--- src/rtl/regfile_write_arbiter.sv ---
// rtl/regfile_write_arbiter.sv - two-requester register file write arbiter with busy scoreboard
//
// Purpose:
//   Arbitrates register file writes between requester A (ALU writeback) and
//   requester B (load return). At most one transfer is accepted per cycle; on
//   contention, the requester not granted most recently wins. The accepted
//   write reaches the register file one cycle later. A 32-bit scoreboard
//   tracks registers reserved by issue and still awaiting their write.
//
// Ports:
//   clk        in   1   clock, rising edge
//   reset      in   1   asynchronous active-low reset
//   aValid     in   1   requester A write pending
//   aDest      in   5   requester A destination register
//   aData      in  32   requester A write data
//   aReady     out  1   requester A granted this cycle
//   bValid     in   1   requester B write pending
//   bDest      in   5   requester B destination register
//   bData      in  32   requester B write data
//   bReady     out  1   requester B granted this cycle
//   rsvValid   in   1   issue reserves a destination register
//   rsvDest    in   5   register being reserved
//   regWrite   out  1   register file write enable
//   destReg    out  5   register file write address
//   writeData  out 32   register file write data
//   busy       out 32   scoreboard, bit n = register n has an outstanding write

module regfile_write_arbiter (
    input  logic        clk,
    input  logic        reset,
    input  logic        aValid,
    input  logic [4:0]  aDest,
    input  logic [31:0] aData,
    output logic        aReady,
    input  logic        bValid,
    input  logic [4:0]  bDest,
    input  logic [31:0] bData,
    output logic        bReady,
    input  logic        rsvValid,
    input  logic [4:0]  rsvDest,
    output logic        regWrite,
    output logic [4:0]  destReg,
    output logic [31:0] writeData,
    output logic [31:0] busy
);

    // last_grant: 1 = B was granted most recently, 0 = A.
    logic        last_grant_q, last_grant_d;
    logic        reg_write_q,  reg_write_d;
    logic [4:0]  dest_reg_q,   dest_reg_d;
    logic [31:0] write_data_q, write_data_d;
    logic [31:0] busy_q,       busy_d;

    logic        grant_a, grant_b;

    // Readies are gated by reset so nothing is granted while reset is held.
    always_comb begin
        grant_a = reset & aValid & (~bValid | last_grant_q);
        grant_b = reset & bValid & (~aValid | ~last_grant_q);
    end

    always_comb begin
        last_grant_d = last_grant_q;
        reg_write_d  = 1'b0;
        dest_reg_d   = dest_reg_q;
        write_data_d = write_data_q;

        if (grant_a) begin
            last_grant_d = 1'b0;
            dest_reg_d   = aDest;
            write_data_d = aData;
            // Handshake completes for r0, but the write itself is dropped.
            reg_write_d  = (aDest != 5'd0);
        end else if (grant_b) begin
            last_grant_d = 1'b1;
            dest_reg_d   = bDest;
            write_data_d = bData;
            reg_write_d  = (bDest != 5'd0);
        end
    end

    // Clear is applied before set so a same-cycle reservation of the bit
    // being written keeps it busy. Clearing an unreserved bit is harmless.
    always_comb begin
        busy_d = busy_q;
        if (reg_write_q) begin
            busy_d[dest_reg_q] = 1'b0;
        end
        if (rsvValid && (rsvDest != 5'd0)) begin
            busy_d[rsvDest] = 1'b1;
        end
        busy_d[0] = 1'b0;
    end

    always_ff @(posedge clk or negedge reset) begin
        if (!reset) begin
            last_grant_q <= 1'b1;
            reg_write_q  <= 1'b0;
            dest_reg_q   <= 5'd0;
            write_data_q <= 32'd0;
            busy_q       <= 32'd0;
        end else begin
            last_grant_q <= last_grant_d;
            reg_write_q  <= reg_write_d;
            dest_reg_q   <= dest_reg_d;
            write_data_q <= write_data_d;
            busy_q       <= busy_d;
        end
    end

    always_comb begin
        aReady    = grant_a;
        bReady    = grant_b;
        regWrite  = reg_write_q;
        destReg   = dest_reg_q;
        writeData = write_data_q;
        busy      = busy_q;
    end

endmodule

--- config.mk ---
export PLATFORM = sky130hd
export DESIGN_NAME = regfile_write_arbiter
export DESIGN_NICKNAME = d
export VERILOG_FILES = /design/src/rtl/regfile_write_arbiter.sv
export SDC_FILE = /design/constraint.sdc
export NUM_CORES = 1
export LEC_CHECK = 0
export BUFFER_PORTS_ARGS = -buffer_cell sky130_fd_sc_hd__clkbuf_2
export CAP_MARGIN = 20
export CORE_ASPECT_RATIO = 0.6
export CORE_MARGIN = 1.5
export CORE_UTILIZATION = 35
export CTS_BUF_LIST = sky130_fd_sc_hd__clkbuf_8
export DETAILED_ROUTE_END_ITERATION = 8
export MAX_ROUTING_LAYER = met4
export PLACE_DENSITY = 0.65
export SYNTH_ARGS = -nofsm -noshare
export SYNTH_HDL_FRONTEND = slang
export SYNTH_SLANG_ARGS = --single-unit
--- constraint.sdc ---
create_clock -name clk -period 1.4 [get_ports clk]
set_clock_uncertainty 0.15 [all_clocks]
set_input_delay 0.21 -clock clk [delete_from_list [all_inputs] [get_ports clk]]
set_output_delay 0.21 -clock clk [all_outputs]
set_load 0.05 [all_outputs]
==> flow_summary.ini <==
[global_route]
grt_start_max_net_pins = 71
grt_usage = 0.2531
first_global_vias = 3681
wire_length_of_the_first_global_routing_pass_um = 18510
grt_remaining_overflow = 0
grt_antenna_before_repair = 0

[routing]
dr_total_vias = 3786
detailedRoute.firstPassIterationCount = 5
drt-vias-per-instance = 5.385
avgRoutedWirePerCell_um = 17.01
drt-total-wl_um = 11960
ant_nets = 0
remaining_drc_errors = 0
drt_first_iter_violations = 314

[floorplan]
floorplan.rows = 26
core-area_sq_um = 8686
die_height_um = 77.16
die_width_um = 126.6
starting_density_of_the_core = 0.3693
design.portCount = 156
design.die.area_sq_um = 9768

[clocking]
cts-buffers-inserted = 9
clock_insertion_delay_worst_skew_ns = 0.35
clock_tree_from_tritoncts = done
numClockSinks = 70
cts_buffer_depth = 2
number_of_h_tree_levels = 3
cts_root_buf = sky130_fd_sc_hd__clkbuf_8
worst_setup_hold_path_clk_slew_ns = 0.09

[placed_design]
place.gp.congestion = 0.8604
io_buffers = 154
dpl_cell_area_sq_um = 4262
dp_hpwl_um = 7659

[sta]
setup_slack_ns = -0.2555
layout_worst_path_cycle_share = 1.183
rsz0062_at_grt = yes
timing.max_slew.rel_slack = 0.3994
minimum_clock_period_after_layout_ns = 1.656
finalSetupViolCount = 56
tightestPinTransition_ns = 0.9009
timing.final.max_slew_violations = 0
fmaxAchievable_ghz = 0.6040
final.hold.worst_slack_ns = -0.02011
hold_viol_final = 46

[layout]
post-route-cell-area_sq_um = 5480
layout.cells.most_common_list = sky130_fd_sc_hd__clkbuf_2 (135), sky130_fd_sc_hd__o21ai_1 (70), sky130_fd_sc_hd__dlygate4sd3_1 (70)
layout.cells.most_common = sky130_fd_sc_hd__clkbuf_2
area_growth_syn_to_layout_pct = 70.83
drive_gt1_frac = 0.3942
design.final.nets = 670
antenna-diode-count = 0

[worst_setup_path]
critPathTopFamily = flip-flops
slowest_delay_ns = 0.57
critPathArrivalTime_ns = 1.30
worstPathCellList = and2_4, nor2_4, buf_12
cp_num_buf_inv = 1
setup.reg_to_reg.worst_slack_ns = -0.09
worstSetupStartpointType = flop
timing.critical_path.required_ns = 1.04
cp_slowest_cell = sky130_fd_sc_hd__dfstp_2
critPathMaxFanout = 4
end_kind = output port
worst-setup-path-type = flop to output port

[synth]
synth.net_count = 428
netlist-cell-type-count = 23
yosysWarnings = 0
avgSynthCellArea_sq_um = 9.326
synthesis.area_sq_um = 3208
synth_seq_cells = 70
synth-seq-area-share = 0.5464
synthCells = 344

[run_status]
outcome = finished, violations left
violations = hold timing, setup timing

[run]
drv_cap = 0

[power_and_ir_drop]
fin_total_pwr_mw = 8.948
cellPowerDensity_nw_per_um2 = 1633
ir_drop_mv = 1.083
static-leakage-power_nw = 2.377

[worst_hold_path]
hold_class = input pin to asynchronous set/reset pin
[worst register-to-register path: stages, from the launching register on]
cell                      delay (ns)
sky130_fd_sc_hd__dfrtp_2        0.43
sky130_fd_sc_hd__buf_6          0.14
sky130_fd_sc_hd__or3b_4         0.43
sky130_fd_sc_hd__o21ai_1        0.13
sky130_fd_sc_hd__o21ai_1        0.07
[synth_stat cells]
| master | n | area (sq um) |
|---|---|---|
| sky130_fd_sc_hd__nand3b_1 | 10 | 75.07 |
| sky130_fd_sc_hd__buf_2 | 13 | 65.06 |
| sky130_fd_sc_hd__o21ai_1 | 39 | 195.2 |
| sky130_fd_sc_hd__nor2b_2 | 1 | 8.760 |
| sky130_fd_sc_hd__a22o_1 | 1 | 8.760 |
| sky130_fd_sc_hd__o32ai_1 | 5 | 43.79 |
| sky130_fd_sc_hd__buf_6 | 2 | 22.52 |
| sky130_fd_sc_hd__a31oi_1 | 32 | 200.2 |
| sky130_fd_sc_hd__dfstp_2 | 1 | 26.28 |
| sky130_fd_sc_hd__nor2_1 | 42 | 157.7 |
| sky130_fd_sc_hd__o21ai_0 | 56 | 280.3 |
| sky130_fd_sc_hd__nand2b_1 | 1 | 6.260 |
| sky130_fd_sc_hd__buf_4 | 5 | 37.54 |
| sky130_fd_sc_hd__and2_1 | 2 | 12.51 |
| sky130_fd_sc_hd__o21a_1 | 1 | 7.510 |
| sky130_fd_sc_hd__nand2_1 | 6 | 22.52 |
| sky130_fd_sc_hd__nor3_1 | 7 | 35.03 |
| sky130_fd_sc_hd__dfrtp_1 | 69 | 1727 |
| sky130_fd_sc_hd__or3b_1 | 7 | 61.31 |
| sky130_fd_sc_hd__conb_1 | 1 | 3.750 |
| sky130_fd_sc_hd__clkbuf_1 | 5 | 18.77 |
| sky130_fd_sc_hd__or3_1 | 2 | 12.51 |
| sky130_fd_sc_hd__nand3_1 | 36 | 180.2 |
[stage by stage]
step           utilization  setup WS [ns]  setup TNS, ns  cells
4_1_cts             0.6250        -0.2677         -2.113    703
3_5_place_dp        0.4906       -0.08548        -0.8293    606
5_1_grt             0.6309        -0.2975         -6.666    703
6_report            0.6309        -0.2555         -2.566    703
3_3_place_gp        0.4906       0.005635              0    606
2_1_floorplan            -       -0.04483        -0.7767    344
[sequential cells by signal, indices dropped and copies added, names as in the netlist]
| register | count |
|---|---|
| writeData | 32 |
| busy | 31 |
| destReg | 5 |
| last_grant_q | 1 |
| regWrite | 1 |
[final cells by class]
cell class | count | area (sq um)
Timing Repair Buffer | 256 | 1963
Sequential cell | 70 | 1760
Clock inverter | 5 | 50.05
Clock buffer | 11 | 151.4
Tap cell | 112 | 140.1
Multi-Input combinational cell | 249 | 1415
Fill cell | 722 | 3206
[final timing paths]
kind / from / end / cells past startpoint
min in group clk: bDest[2] / destReg[2] / 3
worst min-delay path: reset / writeData[31] / 2
worst max register to register: destReg[4] / busy[10] / 4
worst max-delay path: last_grant_q / bReady / 3
max in group asynchronous: reset / destReg[1] / 2
worst min register to register: busy[9] / busy[9] / 2
[power by group]
part | internal, mW | switching, mW
clock network | 0.905 | 0.755
logic | 1.28 | 3.04
registers | 2.59 | 0.375
total | 4.78 | 4.17
[layer usage]
metal  up-vias  share of wire  GRT usage
li1       1752              -          -
met3        38          0.060    0.04606
met5         -              0          -
met2       185           0.47     0.3896
met1      1811           0.44     0.3247
met4         0          0.025     0.1218
[timing repair]
action | 4_1_cts | 5_1_grt
setup endpoints to repair | 47 | 81
hold endpoints to repair | 64 | 0
pin swaps | 5 | 14
resized for setup | 60 | 38
setup buffers | 10 | 0
gates cloned | 1 | 0
hold buffers | 70 | 0
[cells by family (layout without fill, tap and decap cells)]
group | count (synthesis) | in the layout | share of synthesized area
and+or+nand+nor | 114 | 114 | 0.1782
buffers and inverters | 25 | 272 | 0.04485
DFF | 70 | 70 | 0.5464
other | 1 | 1 | 0.001169
AOI/OAI and AO/OA | 134 | 134 | 0.2293
Power figures use the tool's default switching activity.
